[config.mk]
export PLATFORM = sky130hd
export DESIGN_NAME = seg_scan_mux
export DESIGN_NICKNAME = d
export VERILOG_FILES = /design/src/rtl/seg_pkg.sv /design/src/rtl/seg_decode.sv /design/src/rtl/seg_scan_mux.sv
export SDC_FILE = /design/constraint.sdc
export NUM_CORES = 1
export LEC_CHECK = 0
export ABC_CLOCK_PERIOD_IN_PS = 3250
export CAP_MARGIN = 10
export CORE_MARGIN = 5
export CORE_UTILIZATION = 25
export CTS_BUF_LIST = sky130_fd_sc_hd__clkbuf_8 sky130_fd_sc_hd__clkbuf_16
export CTS_CLUSTER_SIZE = 16
export DETAILED_ROUTE_END_ITERATION = 8
export PLACE_DENSITY = 0.46
export SYNTH_ARGS = -nofsm -noshare
export SYNTH_HDL_FRONTEND = slang
export SYNTH_HIERARCHICAL = 1
export SYNTH_SLANG_ARGS = --single-unit
[constraint.sdc]
create_clock -name clk -period 3.25 [get_ports clk]
set_clock_uncertainty 0.15 [all_clocks]
set_input_delay 0.65 -clock clk [delete_from_list [all_inputs] [get_ports clk]]
set_output_delay 0.65 -clock clk [all_outputs]
set_load 0.01 [all_outputs]
[src/rtl/seg_pkg.sv]
// Shared constants for the multiplexed 7-segment scanner: hex segment table,
// blank pattern and decimal-point bit position (all active-low).
package seg_pkg;

  localparam int unsigned SEG_W  = 8;
  localparam int unsigned NIB_W  = 4;
  localparam int unsigned DP_BIT = 7;

  localparam logic [SEG_W-1:0] SEG_BLANK = 8'hFF;

  // Index = hex nibble; bit 7 (dp) is off in every entry.
  localparam logic [SEG_W-1:0] SEG_TABLE [16] = '{
    8'hC0, 8'hF9, 8'hA4, 8'hB0, 8'h99, 8'h92, 8'h82, 8'hF8,
    8'h80, 8'h90, 8'h88, 8'h83, 8'hC6, 8'hA1, 8'h86, 8'h8E
  };

endpackage

[src/rtl/seg_decode.sv]
// Combinational hex nibble to active-low 7-segment decode with blanking and
// decimal point; the dp is driven even when the digit is blanked.
module seg_decode
  import seg_pkg::*;
(
  input  logic [NIB_W-1:0] i_nibble,
  input  logic             i_dp,
  input  logic             i_blank,
  output logic [SEG_W-1:0] o_seg_c
);

  always_comb begin
    o_seg_c = SEG_TABLE[i_nibble];
    if (i_blank) o_seg_c = SEG_BLANK;
    o_seg_c[DP_BIT] = ~i_dp;
  end

endmodule

[src/rtl/seg_scan_mux.sv]
// Multiplexed 7-segment scanner with double-buffered display data that swaps
// only at frame boundaries. Optional macro SEG_BRIGHTNESS_EN adds PWM dimming.
module seg_scan_mux
  import seg_pkg::*;
#(
  parameter int unsigned DIGITS   = 4,
  parameter int unsigned TICK_DIV = 100000
)(
  input  logic                clk,
  input  logic                reset,
`ifdef SEG_BRIGHTNESS_EN
  input  logic [3:0]          bright,
`endif
  input  logic [4*DIGITS-1:0] data,
  input  logic [DIGITS-1:0]   dp_in,
  input  logic                wr_en,
  input  logic                blank_lz,
  output logic                upd_ack,
  output logic [DIGITS-1:0]   an,
  output logic [SEG_W-1:0]    seg
);

  localparam int unsigned DATA_W = 4 * DIGITS;
  localparam int unsigned IDX_W  = (DIGITS > 1) ? $clog2(DIGITS) : 1;
  localparam int unsigned PCNT_W = $clog2(TICK_DIV);
  localparam logic [PCNT_W-1:0] PCNT_LAST = PCNT_W'(TICK_DIV - 1);
  localparam logic [IDX_W-1:0]  IDX_LAST  = IDX_W'(DIGITS - 1);

  logic [PCNT_W-1:0] r_pcnt;
  logic [IDX_W-1:0]  r_idx;
  logic [DATA_W-1:0] r_disp_data;
  logic [DIGITS-1:0] r_disp_dp;
  logic [DATA_W-1:0] r_pend_data;
  logic [DIGITS-1:0] r_pend_dp;
  logic              r_pend_valid;

  logic              w_tick;
  logic              w_frame;
  logic [NIB_W-1:0]  w_nib;
  logic              w_dp;
  logic [DIGITS-1:0] w_lead_zero;
  logic              w_zero_run;
  logic              w_blank;
  logic [DIGITS-1:0] w_an_sel;
  logic              w_pwm_on;
  logic [SEG_W-1:0]  w_seg_c;

  assign w_tick  = (r_pcnt == PCNT_LAST);
  assign w_frame = w_tick && (r_idx == IDX_LAST);

  // Select the current digit and find which digits sit in the leading-zero run.
  always_comb begin
    w_nib       = '0;
    w_dp        = 1'b0;
    w_an_sel    = '1;
    w_lead_zero = '0;
    w_zero_run  = 1'b1;
    for (int i = DIGITS - 1; i >= 0; i--) begin
      w_zero_run     = w_zero_run && (r_disp_data[4*i +: 4] == 4'h0);
      w_lead_zero[i] = w_zero_run;
    end
    for (int i = 0; i < DIGITS; i++) begin
      if (r_idx == IDX_W'(i)) begin
        w_nib       = r_disp_data[4*i +: 4];
        w_dp        = r_disp_dp[i];
        w_an_sel[i] = 1'b0;
      end
    end
  end

  // Digit 0 stays lit even when every nibble is zero.
  always_comb begin
    w_blank = 1'b0;
    for (int i = 1; i < DIGITS; i++) begin
      if (r_idx == IDX_W'(i)) w_blank = blank_lz && w_lead_zero[i];
    end
  end

`ifdef SEG_BRIGHTNESS_EN
  logic [3:0] r_pwm_cnt;
  assign w_pwm_on = (r_pwm_cnt <= bright);

  always_ff @(posedge clk) begin
    if (!reset) r_pwm_cnt <= '0;
    else        r_pwm_cnt <= r_pwm_cnt + 4'd1;
  end
`else
  assign w_pwm_on = 1'b1;
`endif

  seg_decode u_decode (
    .i_nibble (w_nib),
    .i_dp     (w_dp),
    .i_blank  (w_blank),
    .o_seg_c  (w_seg_c)
  );

  // A write landing on the boundary cycle stays pending for the next frame.
  always_ff @(posedge clk) begin
    if (!reset) begin
      r_pcnt       <= '0;
      r_idx        <= '0;
      r_disp_data  <= '0;
      r_disp_dp    <= '0;
      r_pend_data  <= '0;
      r_pend_dp    <= '0;
      r_pend_valid <= 1'b0;
      upd_ack      <= 1'b0;
      an           <= '1;
      seg          <= SEG_BLANK;
    end else begin
      r_pcnt <= w_tick ? '0 : r_pcnt + PCNT_W'(1);
      if (w_tick) r_idx <= (r_idx == IDX_LAST) ? '0 : r_idx + IDX_W'(1);

      upd_ack <= w_frame && r_pend_valid;
      if (w_frame && r_pend_valid) begin
        r_disp_data <= r_pend_data;
        r_disp_dp   <= r_pend_dp;
      end

      if (wr_en) begin
        r_pend_data  <= data;
        r_pend_dp    <= dp_in;
        r_pend_valid <= 1'b1;
      end else if (w_frame) begin
        r_pend_valid <= 1'b0;
      end

      an  <= ((r_pcnt == '0) || !w_pwm_on) ? '1 : w_an_sel;
      seg <= w_seg_c;
    end
  end

endmodule

# ---- After elaboration in Yosys (flattened, before gate mapping)
# Memory sizes are Yosys's and may differ from the RTL's. A register that Yosys moved wholly into a read port is not among the register bits.
# Cells that the tools add are included.
dict set report classes {
  n_addsub 2
  multipliers 0
  n_div 0
  order_cmp 0
  n_eq_ne 4
  shifts 0
  n_mux 18
  bitwise 3
  reduce_logical 16
}
# operator n
set ops {}
lappend ops {{adder 17 x 1 -> 17 bit, second input constant} 1}
lappend ops {{equality test 17 bit, second input constant} 1}
lappend ops {{logical NOT 17 bit} 1}
lappend ops {{2-to-1 mux 4 bit} 4}
lappend ops {{2-to-1 mux 1 bit} 13}
lappend ops {{logical NOT 4 bit} 3}
lappend ops {{logical AND 1 bit} 7}
lappend ops {{OR reduction 2 bit} 3}
lappend ops {{NOT 4 -> 5 bit} 1}
lappend ops {{equality test 2 bit, second input constant} 2}
lappend ops {{adder 2 x 1 -> 2 bit, second input constant} 1}
lappend ops {{equality test 2 x 1 -> 1 bit, second input constant} 1}
lappend ops {{logical NOT 2 bit} 1}
lappend ops {{2-to-1 mux 2 bit} 1}
lappend ops {{NOT 1 bit} 2}
lappend ops {{nonzero test 2 bit} 1}
dict set report totals {
  register_bits 66
  latch_bits 0
  ramBits 0
  romBits 128
  out_inout_bits 13
  mem_count 1
}
# name words width read_ports rd_clocked_by_memory_dff wr line
set mem_list {}
lappend mem_list {{(no name shown)} 16 8 1 1 0 seg_decode.sv:13} ;# o_seg_c = SEG_TABLE[i_nibble];

# ---- Longest topological paths before layout
dict set report logic_depth {
  word_depth 8
  depth_mapped 12
  ltp_nobuf 11
}

# ---- Modules after synthesis
# Netlist, hierarchy kept.
# module n_inst cells_per_inst area_per_inst_um2 seq_area_each_um2
set modules_own_cells {}
lappend modules_own_cells {seg_scan_mux 1 341 3050.4 1461.4}
lappend modules_own_cells {seg_decode 1 37 297.8 0.0}

# ---- Worst setup path after synthesis
# Ideal clock, no wire load.
dict set report synth_timing {
  path_type {reg-to-reg}
  from {register r_idx[1]}
  to {register seg[1]}
  arrival_ns 2.737
  required_time_ns 2.974
  setup_slack_ns 0.237
  path_stages_with_launch 13
  n_path_buf 1
  cell_sequence {dfxtp_1 > inv_1 > ha_1 > clkbuf_1 > nand3b_1 > a21oi_1 > a21oi_1 > o21ai_0 > inv_1 > ha_1 > or2_1 > a311o_1 > nand2b_1}
}
dict set report synth_via {
  elab_chain_len 6
  elab_cells_between_ends 13
}
# item line
set synth_lines {}
lappend synth_lines {{start, declared} seg_scan_mux.sv:30} ;# logic [IDX_W-1:0] r_idx;
lappend synth_lines {{start signal, assigned} seg_scan_mux.sv:113} ;# if (w_tick) r_idx <= (r_idx == IDX_LAST) ? '0 : r_idx + IDX_W'(1);
lappend synth_lines {{logical NOT 2 bit} seg_scan_mux.sv:63} ;# if (r_idx == IDX_W'(i)) begin
lappend synth_lines {{2-to-1 mux 4 bit (3 in series)} seg_scan_mux.sv:63}
lappend synth_lines {{2-to-1 mux 4 bit *} seg_scan_mux.sv:63}
lappend synth_lines {{via w_nib[0]} seg_scan_mux.sv:39} ;# logic [NIB_W-1:0] w_nib;
lappend synth_lines {{NOT 4 -> 5 bit (not written as such) *} seg_decode.sv:13}
lappend synth_lines {{end, declared} seg_scan_mux.sv:20} ;# output logic [SEG_W-1:0] seg
# The timed path passes the listed nets; every way through them passes the cells marked *.
# A chain may end at the register's enable or synchronous reset.

# ---- Worst setup path in the final report
# Ends and elaborated chain as after synthesis.

==> out/results.txt <==
The run finished with clean final reports. The worst path meets setup with 416.7 ps of slack. For this design the top-level I/O count stands at 37. Headroom to the max-slew limit came out at 49.71%. The number of buffers and inverters on the critical path is 2. The die height works out to 125.7 um. The number of placement rows was 42; the slew at the pin with the worst max-slew slack was 753.5 ps. The post-synthesis cell type count was 41; the pre-CTS setup slack was 431.2 ps. The ratio of total power to cell area is 499.3 mW/mm^2, and the total count of hold-check failures in the final report is 0. Clock-pin slew was measured on the worst setup and hold paths at 60 ps. The maximum buffer depth of the clock tree was 2. The max-cap check violation count was 0. The tools report the estimated wirelength of the detail-placed design as 5359 um. The count of buffers added on input and output ports is 36.

The number of clock buffers added by TritonCTS is 9. Setup violations remaining at the end of the flow were counted as 0. The tools report the kind of launch point of the worst setup path as a flip-flop. After synthesis, the mean cell area works out to 8.858 sq um. In this run, synthesis produced a sequential element count of 73. The repair_antennas step left the layout with diodes totalling 0. In this run the number of H-tree levels came out at 3. The tools report the insertion delay to the later sink of the worst-skew pair as 340 ps. The tools report the total DRC errors in the routed layout as 0. For the net count after synthesis, the log shows 415.

For the finished layout, the period the worst path requires is 2833 ps. After technology mapping, the gate count stands at 378. The area growth from synthesis to layout works out to 26.01%.

During synthesis, Yosys emitted a total of 6 warnings. The tools report the combined area of the multi-input logic cells as 0.001725 sq mm. In this run the cell area of the synthesized design comes to 0.003348 sq mm. The run gives 9.947% as the global-route usage over all layers. The total overflow left after global routing is 0.

Ratio of final minimum period to clock period: 87.18%. Based on the critical path, the design can be clocked at up to 0.3529 GHz. The floorplan step defined a die boundary enclosing 0.01581 sq mm. Measured along the x axis, the die boundary spans 125.7 um.

Element type at the critical path end: a flip-flop. For this block, the via count after detailed routing is 2633. The portion of the post-synthesis area used by sequential elements came out at 43.65%.

For the count of routing violations after the opening detailed-route iteration, the log shows 126. For the worst hold slack, the log shows 307.0 ps. Across the VDD grid, the largest voltage drop is 0.0001744 V.

TritonCTS built the clock tree. The run gives 0.8074 as the global placement routability congestion. The tools report the startpoint of the most critical register-to-register path as r_idx[1]$_SDFFE_PN0N_. The global-route wire length before repair is 12860 um, and the number of global-route vias before repair is 2713. The post-route antenna net violation count was 0. The number of inserted filler cells in the final layout came out at 1381. Critical path startpoint: r_idx[1]$_SDFFE_PN0N_. The count of clock tree sinks came out at 73. The min-delay analysis places its worst path in the category flip-flop to flip-flop. The data required time at the worst endpoint was 3320 ps; the highest fanout seen on the critical path was 12. Across the whole layout, storage elements account for 0.001461 sq mm.

Setup repair after global routing left no endpoint under its margin. The tools report the buffer cell driving the clock tree root as sky130_fd_sc_hd__clkbuf_16. For this run, the post-layout net count is 451. The maximum number of pins on one net before global-route repair is 24. The worst hold path begins at r_disp_dp[1]$_SDFFE_PN0P_. The reported leakage power was 1.557 nW; the number of antenna violations at the first check in global routing was 0. The number of buffers inserted by hold repair at cts is 0, and the total routed wirelength is 7287 um. The run gives 2910 ps as the critical path arrival. The cell family contributing the most delay on the critical path is compound AO/OA/AOI/OAI gates. The critical path goes through inv_1 -> ha_1 -> nand3b_1 -> a21oi_1 -> a21oi_1 -> o21ai_0 -> inv_1 -> ha_1 -> or2_1 -> a311o_1 -> nand2b_1. Dividing the detail-routed via count by the number of cells gives 4.425. The first detailed-routing pass took 4 iterations. The standard cell with the maximum stage delay on the critical path is sky130_fd_sc_hd__dfxtp_1. The type of the setup path with the least slack was flip-flop to flip-flop. The run gives 0.01319 sq mm as the placeable core region.

The share of cells above drive strength 1 is 7.876%. The initial utilization of the core area, before any placement, comes to 25.38%. The post-cts resize count came out at 0. The tools report the count of pins over their slew limit as 0. The delay of the slowest critical-path stage is 370 ps, and the mean routed wirelength per cell is 12.25 um. The number of setup buffers added after CTS is 0.

In the final timing run, aggregate negative setup slack is 0 ps.
[layout make-up]
| type | instances | share of cell area [%] |
|---|---|---|
| clock inverters | 6 | 1.957 |
| multi-input cells | 268 | 40.90 |
| repair buffers | 46 | 10.20 |
| clock buffers | 10 | 5.664 |
| well taps | 176 | 5.219 |
| inverters | 16 | 1.423 |
| flip-flops and latches | 73 | 34.64 |
[cells in the mapped netlist, drive strengths merged]
master  number  area [sq um]
o311ai       1         8.760
ha          13         162.7
a311o        1         10.01
nor3         7         35.03
and4         1         8.760
or2          1         6.260
a31oi        1         6.260
buf          9         58.81
nand2       65         244.0
and3         1         6.260
nand3        7         45.04
o21ai        9         48.80
nand3b       6         45.04
inv         16         60.06
xnor2        9         78.83
clkbuf      12         45.04
or3          2         12.51
xor2         4         35.03
mux2         2         22.52
nor4         9         56.30
a211o        2         17.52
nand4        7         50.05
nor2b        1         6.260
o221ai       1         8.760
o31ai        1         7.510
or4          5         45.04
nand2b      10         62.56
nor2        40         150.1
a21o         1         7.510
a32oi        2         17.52
o21a         1         7.510
a21oi       14         70.07
dfxtp       73          1461
mux2i       44         440.4
[through the flow]
stage               cells  power [mW]  cell area, sq um  utilization (%)
floorplan             378       1.013              3348                -
global placement      579       1.066              3897            29.55
detailed placement    579       1.069              3897            29.55
CTS                   595       2.148              4219            31.99
global route          595       2.198              4219            31.99
finish                595       2.107              4219            31.99
[cells in the final DEF (no fill, tap or decap), drive strengths merged, types with 11 or more instances in the layout]
cell,count
dfxtp,73
nand2,65
mux2i,44
nor2,40
clkdlybuf4s50,35
inv,17
a21oi,14
ha,13
buf,11
[report_power, final]
group | total (mW) | switching, mW | internal [mW]
clock network | 1.06 | 0.372 | 0.688
logic | 0.113 | 0.0544 | 0.0586
registers | 0.933 | 0.0137 | 0.919
[flip-flops by register name (all words and copies together) (netlist names)]
signal	flops
r_idx	2
r_disp_data	16
r_pcnt	17
r_pend_data	16
r_pend_valid	1
r_pend_dp	4
upd_ack	1
an	4
seg	8
r_disp_dp	4
[final timing paths]
| kind | slack [ps] | end | cells past startpoint |
|---|---|---|---|
| worst min-delay path | 310 | r_disp_dp[1]$_SDFFE_PN0P_ | 2 |
| worst max-delay path | 420 | seg[1]$_SDFF_PN1_ | 11 |
| worst min register to register | 310 | r_disp_dp[1]$_SDFFE_PN0P_ | 2 |
| worst max register to register | 420 | seg[1]$_SDFF_PN1_ | 11 |
[worst reg2reg max path, cell delays in order (launching register included)]
cell and delay, ps:
sky130_fd_sc_hd__dfxtp_1 370, sky130_fd_sc_hd__inv_1 70, sky130_fd_sc_hd__ha_1 300, sky130_fd_sc_hd__nand3b_1 220, sky130_fd_sc_hd__a21oi_1 160, sky130_fd_sc_hd__a21oi_1 50
sky130_fd_sc_hd__o21ai_0 220, sky130_fd_sc_hd__inv_1 130, sky130_fd_sc_hd__ha_1 320, sky130_fd_sc_hd__or2_1 250, sky130_fd_sc_hd__a311o_1 340, sky130_fd_sc_hd__nand2b_1 130
[kinds of logic after synthesis]
logic type | Yosys count | synth area share, %
AO/OA/AOI/OAI | 34 | 6.279
XOR/XNOR | 13 | 3.401
multiplexers | 46 | 13.83
buffers and inverters | 37 | 4.895
adder cells (fa/ha/maj) | 13 | 4.858
flip-flops | 73 | 43.65
AND/OR/NAND/NOR | 162 | 23.09
[per-layer routing]
| layer | global-route usage (%) | wire (um) | up-vias |
|---|---|---|---|
| li1 | - | - | 1356 |
| met1 | 11.72 | 3298 | 1230 |
| met2 | 16.77 | 3576 | 34 |
| met3 | 2.286 | 232 | 13 |
| met4 | 5.357 | 181 | 0 |
| met5 | 0 | 0 | - |
Note: power is estimated with default switching activity, not from simulation.
==> RTL change 1: new RTL, config.mk and constraints unchanged <==
Add a define of `SEG_BRIGHTNESS_EN`.
--- a/src/rtl/seg_scan_mux.sv
+++ b/src/rtl/seg_scan_mux.sv
@@ -2,2 +2,4 @@
 // only at frame boundaries. Optional macro SEG_BRIGHTNESS_EN adds PWM dimming.
+`define SEG_BRIGHTNESS_EN
+
 module seg_scan_mux
Interface: changed (added bright); port bits go from 37 to 41. No check against the original RTL was run, so the function may have changed too.
==> RTL change 1 against the unedited design <==
- sequential share of layout area decreased by 0.39 points
- sequential cell count increased by 4
- die area increased by 6.6%
- total power increased by 9.4%
- first-iteration DRC count increased by 6.3%
- area after synthesis increased by 7.1%
- routed wire length increased by 6.8%
- clock power increased by 11%
- design area increased by 6.7%
- worst setup slack got worse by 0.065 ns
- hold slack got worse by 0.0057 ns
- via count increased by 5.9%
- utilization increased by 0.19 points
- largest cell class unchanged
- largest power group unchanged
==> RTL change 1: results (changes against the unedited design) <==
[cts]
cts_resized = 0  ; unchanged
cts-buffers-inserted = 9  ; unchanged
cts_root_buf = clkbuf_16  ; unchanged
cts_setup_buffers = 0  ; unchanged
cts_max_level = 3  ; unchanged
worstSkewPairLatency_ns = 0.33
clk_pin_slew_worst_paths_ns = 0.06  ; about the same
cts.path.max_buffers = 2  ; unchanged

[placed_design]
hpwlAfterDp_um = 5700  ; was 5360 um
dp_slack_ns = 0.238  ; was 0.431 ns
io_buffers = 40  ; was 36
place_area_mm2 = 0.00414  ; was 0.00390 mm^2
dp.cells = 612  ; was 579
place_congestion = 0.851  ; was 0.807

[finish]
nets = 489  ; was 451
n_antenna_cell = 0  ; unchanged
num-fill-cells = 1470  ; was 1381
drive_above_1_share_pct = 6.25  ; was 7.88%
reg_top3 = r_pcnt (17), r_disp_data (16), r_pend_data (16)  ; unchanged

[power]
irDropWorstVdd_uv = 233  ; was 174 uV
leakage_nw = 1.66  ; was 1.56 nW

[yosys]
synth_seq_area_share_pct = 43.0  ; was 43.6%
yosys-top-cells-area = dfxtp_1 43%, mux2i_1 12%, ha_1 6.3%  ; was dfxtp_1 44%, mux2i_1 13%, nand2_1 7.3%
ys_warn_count = 6  ; unchanged
async_flop_share_pct = 0  ; unchanged
synth-main-ff-cell = dfxtp_1  ; unchanged
synthCells = 409  ; was 378
synth_cell_types = 38  ; was 41
synth_nets = 455  ; was 415
netlist_top_cells_count = 77 x dfxtp_1, 58 x nand2_1, 45 x nor2_1, 42 x mux2i_1  ; was 73 x dfxtp_1, 65 x nand2_1, 44 x mux2i_1, 40 x nor2_1, 16 x inv_1
synth_edf_count = 0  ; unchanged

[critical_path]
rr_worst_depth = 12  ; was 11
cp.arrival_ns = 2.96  ; was 2.91 ns
crit_path_max_fanout = 12  ; unchanged
worst-r2r-setup-slack_ns = 0.35  ; was 0.42 ns
critPathKind = reg -> reg  ; unchanged
crit_end = seg[0]  ; was seg[1]
regToRegStartpoint = r_idx[1]  ; unchanged

[grt]
antenna_found_initial = 0  ; unchanged
grt_usage_pct = 9.89  ; was 9.95%
grt_pass1_wl_um = 13300  ; was 12900 um
grt_max_degree = 28  ; was 24

[drt]
finalWirelength_um = 7780  ; was 7290 um
drt_pass1_iterations = 4  ; unchanged
drt_iter0_drc = 134  ; was 126
wl_per_cell_um = 12.4  ; was 12.2 um
vias = 2788  ; was 2633

[sta]
fin_crit_sh_pct = 89.2  ; was 87.2%
worst_slew_pin_slew_ns = 0.683  ; was 0.753 ns

[status]
status = complete, no violations  ; unchanged

[hold_path]
worstHoldPathType = reg -> reg  ; unchanged

## RTL change 1: cell types whose count changed after synthesis, sizes merged, moves of 5 or more
cell   change
nor2       +5
nand2      -7
ha         +5
buf        +7
nand3      +5
o21ai      +6
## RTL change 1: logic make-up after synthesis
group | count (synthesis) | share of synthesized area [%]
xor gates and xnor gates | 17 | 4.15
and+or+nand+nor | 166 | 21.9
adders and majority gates | 18 | 6.28
AOI/OAI and AO/OA | 44 | 7.15
DFF | 77 | 43.0
buffers and inverters | 45 | 5.79
muxes | 42 | 11.7
## RTL change 1: area by class of cell
class	instances	area (um^2)	area share (%)
Timing Repair Buffer	49	463	10.3
Sequential cell	77	1540	34.3
Clock inverter	4	93.8	2.09
Multi-Input combinational cell	287	1840	40.9
Clock buffer	12	267	5.92
Inverter	19	71.3	1.58
Tap cell	180	225	5.00
## RTL change 1: per-layer routing
layer  vias to the layer above  GRT usage (%)  wire length, um
met5                         -              0                0
met4                         0           3.55              127
met3                        11           3.15              358
met2                        47           16.7             3650
met1                      1274           11.8             3640
li1                       1456              -                -
## RTL change 1: worst max-delay path, stage by stage, from the launching register on
cell and delay, ns:
dfxtp_1 0.37, inv_1 0.08, ha_1 0.29, nand3b_1 0.20
a21oi_1 0.16, a21oi_1 0.06, o21ai_1 0.29, inv_1 0.17
ha_1 0.24, nor2b_1 0.15, a2111oi_1 0.42, a21oi_1 0.06
nand2b_1 0.15
## RTL change 1: worst min path at each step
| stage | startpoint | to | slack, ns | depth (start not counted) |
|---|---|---|---|---|
| after floorplan | r_pwm_cnt[0] | r_pwm_cnt[0] | 0.28 | 1 |
| after global placement | r_pwm_cnt[0] | r_pwm_cnt[0] | 0.30 | 1 |
| after detailed placement | r_disp_dp[3] | r_disp_dp[3] | 0.30 | 2 |
| after CTS | r_pend_dp[1] | r_disp_dp[1] | 0.31 | 2 |
| after global routing | r_disp_dp[0] | r_disp_dp[0] | 0.33 | 2 |
| final | r_pend_dp[1] | r_disp_dp[1] | 0.30 | 2 |
## RTL change 1: report_power, final
| group | leakage [nW] | total [mW] | switching [mW] | internal [mW] |
|---|---|---|---|---|
| Clock | 0.180 | 1.18 | 0.367 | 0.810 |
| Combinational | 0.850 | 0.137 | 0.0647 | 0.0726 |
| Sequential | 0.629 | 0.990 | 0.0179 | 0.972 |
==> RTL change 2: new RTL, config.mk and constraints unchanged <==
Without the edit above. The output `seg` loses its register stage (`seg` becomes a continuous assignment).
--- a/src/rtl/seg_scan_mux.sv
+++ b/src/rtl/seg_scan_mux.sv
@@ -109,3 +109,2 @@
       an           <= '1;
-      seg          <= SEG_BLANK;
     end else begin
@@ -129,3 +128,2 @@
       an  <= ((r_pcnt == '0) || !w_pwm_on) ? '1 : w_an_sel;
-      seg <= w_seg_c;
     end
@@ -133,2 +131,4 @@
 
+  assign seg = w_seg_c;
+
 endmodule
Function: changed (Yosys sat finds a counterexample within 4 cycles, from zero or initial values and one cycle with reset low).
==> RTL change 2 against the unedited design <==
- area after synthesis down 4.8%
- routed wire length down 2.6%
- design area up 0.80%
- worst setup slack worse by 0.38 ns
- combinational power down 12%
- sequential cell count down 8
- total power down 11%
==> RTL change 2: results (changes against the unedited design) <==
[status]
status = complete, no violations  ; unchanged

[drt]
wl_per_cell_um = 12.1  ; was 12.2 um
viasPerCell = 4.32  ; was 4.43
drt_pass1_iterations = 4  ; unchanged
drt_iter0_drc = 112  ; was 126

[power]
swShare_pct = 20.5  ; was 20.9%
irDropWorstVdd_uv = 185  ; was 174 uV
leakage_nw = 1.58  ; was 1.56 nW
pwr-share-clk_pct = 50.6  ; was 50.3%
combPwrFrac_pct = 5.3
comb-power_uw = 100  ; was 113 uW

[cts]
cts-buffers-inserted = 9  ; unchanged
worstSkewPairLatency_ns = 0.32  ; was 0.34 ns
cts_max_level = 3  ; unchanged
cts.path.max_buffers = 2  ; unchanged
cts_resized = 29  ; was 0
cts_setup_buffers = 1  ; was 0
cts_root_buf = clkbuf_16  ; unchanged
clk_pin_slew_worst_paths_ns = 0.05

[grt]
grt_usage_pct = 9.78  ; was 9.95%
grt_pass1_wl_um = 11600  ; was 12900 um
grt_pass1_vias = 2437  ; was 2713
grt_max_degree = 34  ; was 24
antenna_found_initial = 0  ; unchanged

[finish]
num-fill-cells = 1311  ; was 1381
drive_above_1_share_pct = 18.3  ; was 7.88%
nets = 448  ; was 451
reg_top3 = r_pcnt (17), r_disp_data (16), r_pend_data (16)  ; unchanged
fin_cells = 587  ; was 595
n_antenna_cell = 0  ; unchanged

[yosys]
netlist_top_cells_count = 66 x nand2_1, 65 x dfxtp_1, 45 x mux2i_1, 21 x nor2b_1, 20 x nor2_1  ; was 73 x dfxtp_1, 65 x nand2_1, 44 x mux2i_1, 40 x nor2_1, 16 x inv_1
synth_xor_area_share_pct = 3.57  ; was 3.40%
synth_compound_area_share_pct = 6.28  ; about the same
synth_fa_ha_area_share_pct = 5.10  ; was 4.86%
synth-main-ff-cell = dfxtp_1  ; unchanged
ys_warn_count = 6  ; unchanged
avgSynthCellArea_um2 = 8.88  ; was 8.86 um^2
synthMuxAreaShare_pct = 14.8  ; was 13.8%
synth_nets = 396  ; was 415
yosys-top-cells-area = dfxtp_1 41%, mux2i_1 14%, nand2_1 7.8%  ; was dfxtp_1 44%, mux2i_1 13%, nand2_1 7.3%
synth_most_common_cell = nand2_1  ; was dfxtp_1
async_flop_share_pct = 0  ; unchanged
synth_cell_types = 45  ; was 41
synth_seq_area_share_pct = 40.8  ; was 43.6%

[placed_design]
hpwlAfterDp_um = 5040  ; was 5360 um
dp_slack_ns = -0.151  ; was 0.431 ns
place_area_mm2 = 0.00384  ; was 0.00390 mm^2
place_congestion = 0.784  ; was 0.807
io_buffers = 36  ; unchanged
dp.cells = 570  ; was 579

[critical_path]
crit_path_max_fanout = 6  ; was 12
rr_worst_depth = 5  ; was 11
critPathMaxStageDelay_ns = 0.35  ; was 0.37 ns
cp_slowest_cell = dfxtp_2  ; was dfxtp_1
cp.arrival_ns = 2.42  ; was 2.91 ns
cp_top_family = compound AO/OA/AOI/OAI gates  ; unchanged

[hold_path]
worstHoldPathType = reg -> reg  ; unchanged
min_path_cells = 2  ; unchanged

[sta]
relSlewSlack_pct = 53.0  ; was 49.7%

[RTL change 2: path summary, 6_finish.rpt]
path | startpoint | end | slack [ns]
max | r_idx[1] | seg[1] | 0.03
min | r_pend_data[2] | r_disp_data[2] | 0.31
max reg2reg | r_pcnt[0] | r_pcnt[8] | 1.10
min reg2reg | r_pend_data[2] | r_disp_data[2] | 0.31
[RTL change 2: area by class of cell]
class | count | area [um^2] | area share (%)
timing repair buffer | 62 | 537 | 12.6
clock inverter | 4 | 43.8 | 1.03
clock buffer | 11 | 253 | 5.94
multi-input combinational | 259 | 1850 | 43.4
tap | 172 | 215 | 5.06
inverter | 14 | 55.1 | 1.29
sequential | 65 | 1300 | 30.7
[RTL change 2: routing by layer]
layer | global-route usage (%) | share of wire [%] | vias to the layer above
li1 | - | - | 1327
met1 | 13.3 | 50 | 1156
met2 | 14.0 | 44 | 42
met3 | 2.10 | 3.3 | 13
met4 | 6.09 | 2.3 | 0
met5 | 0 | 0 | -
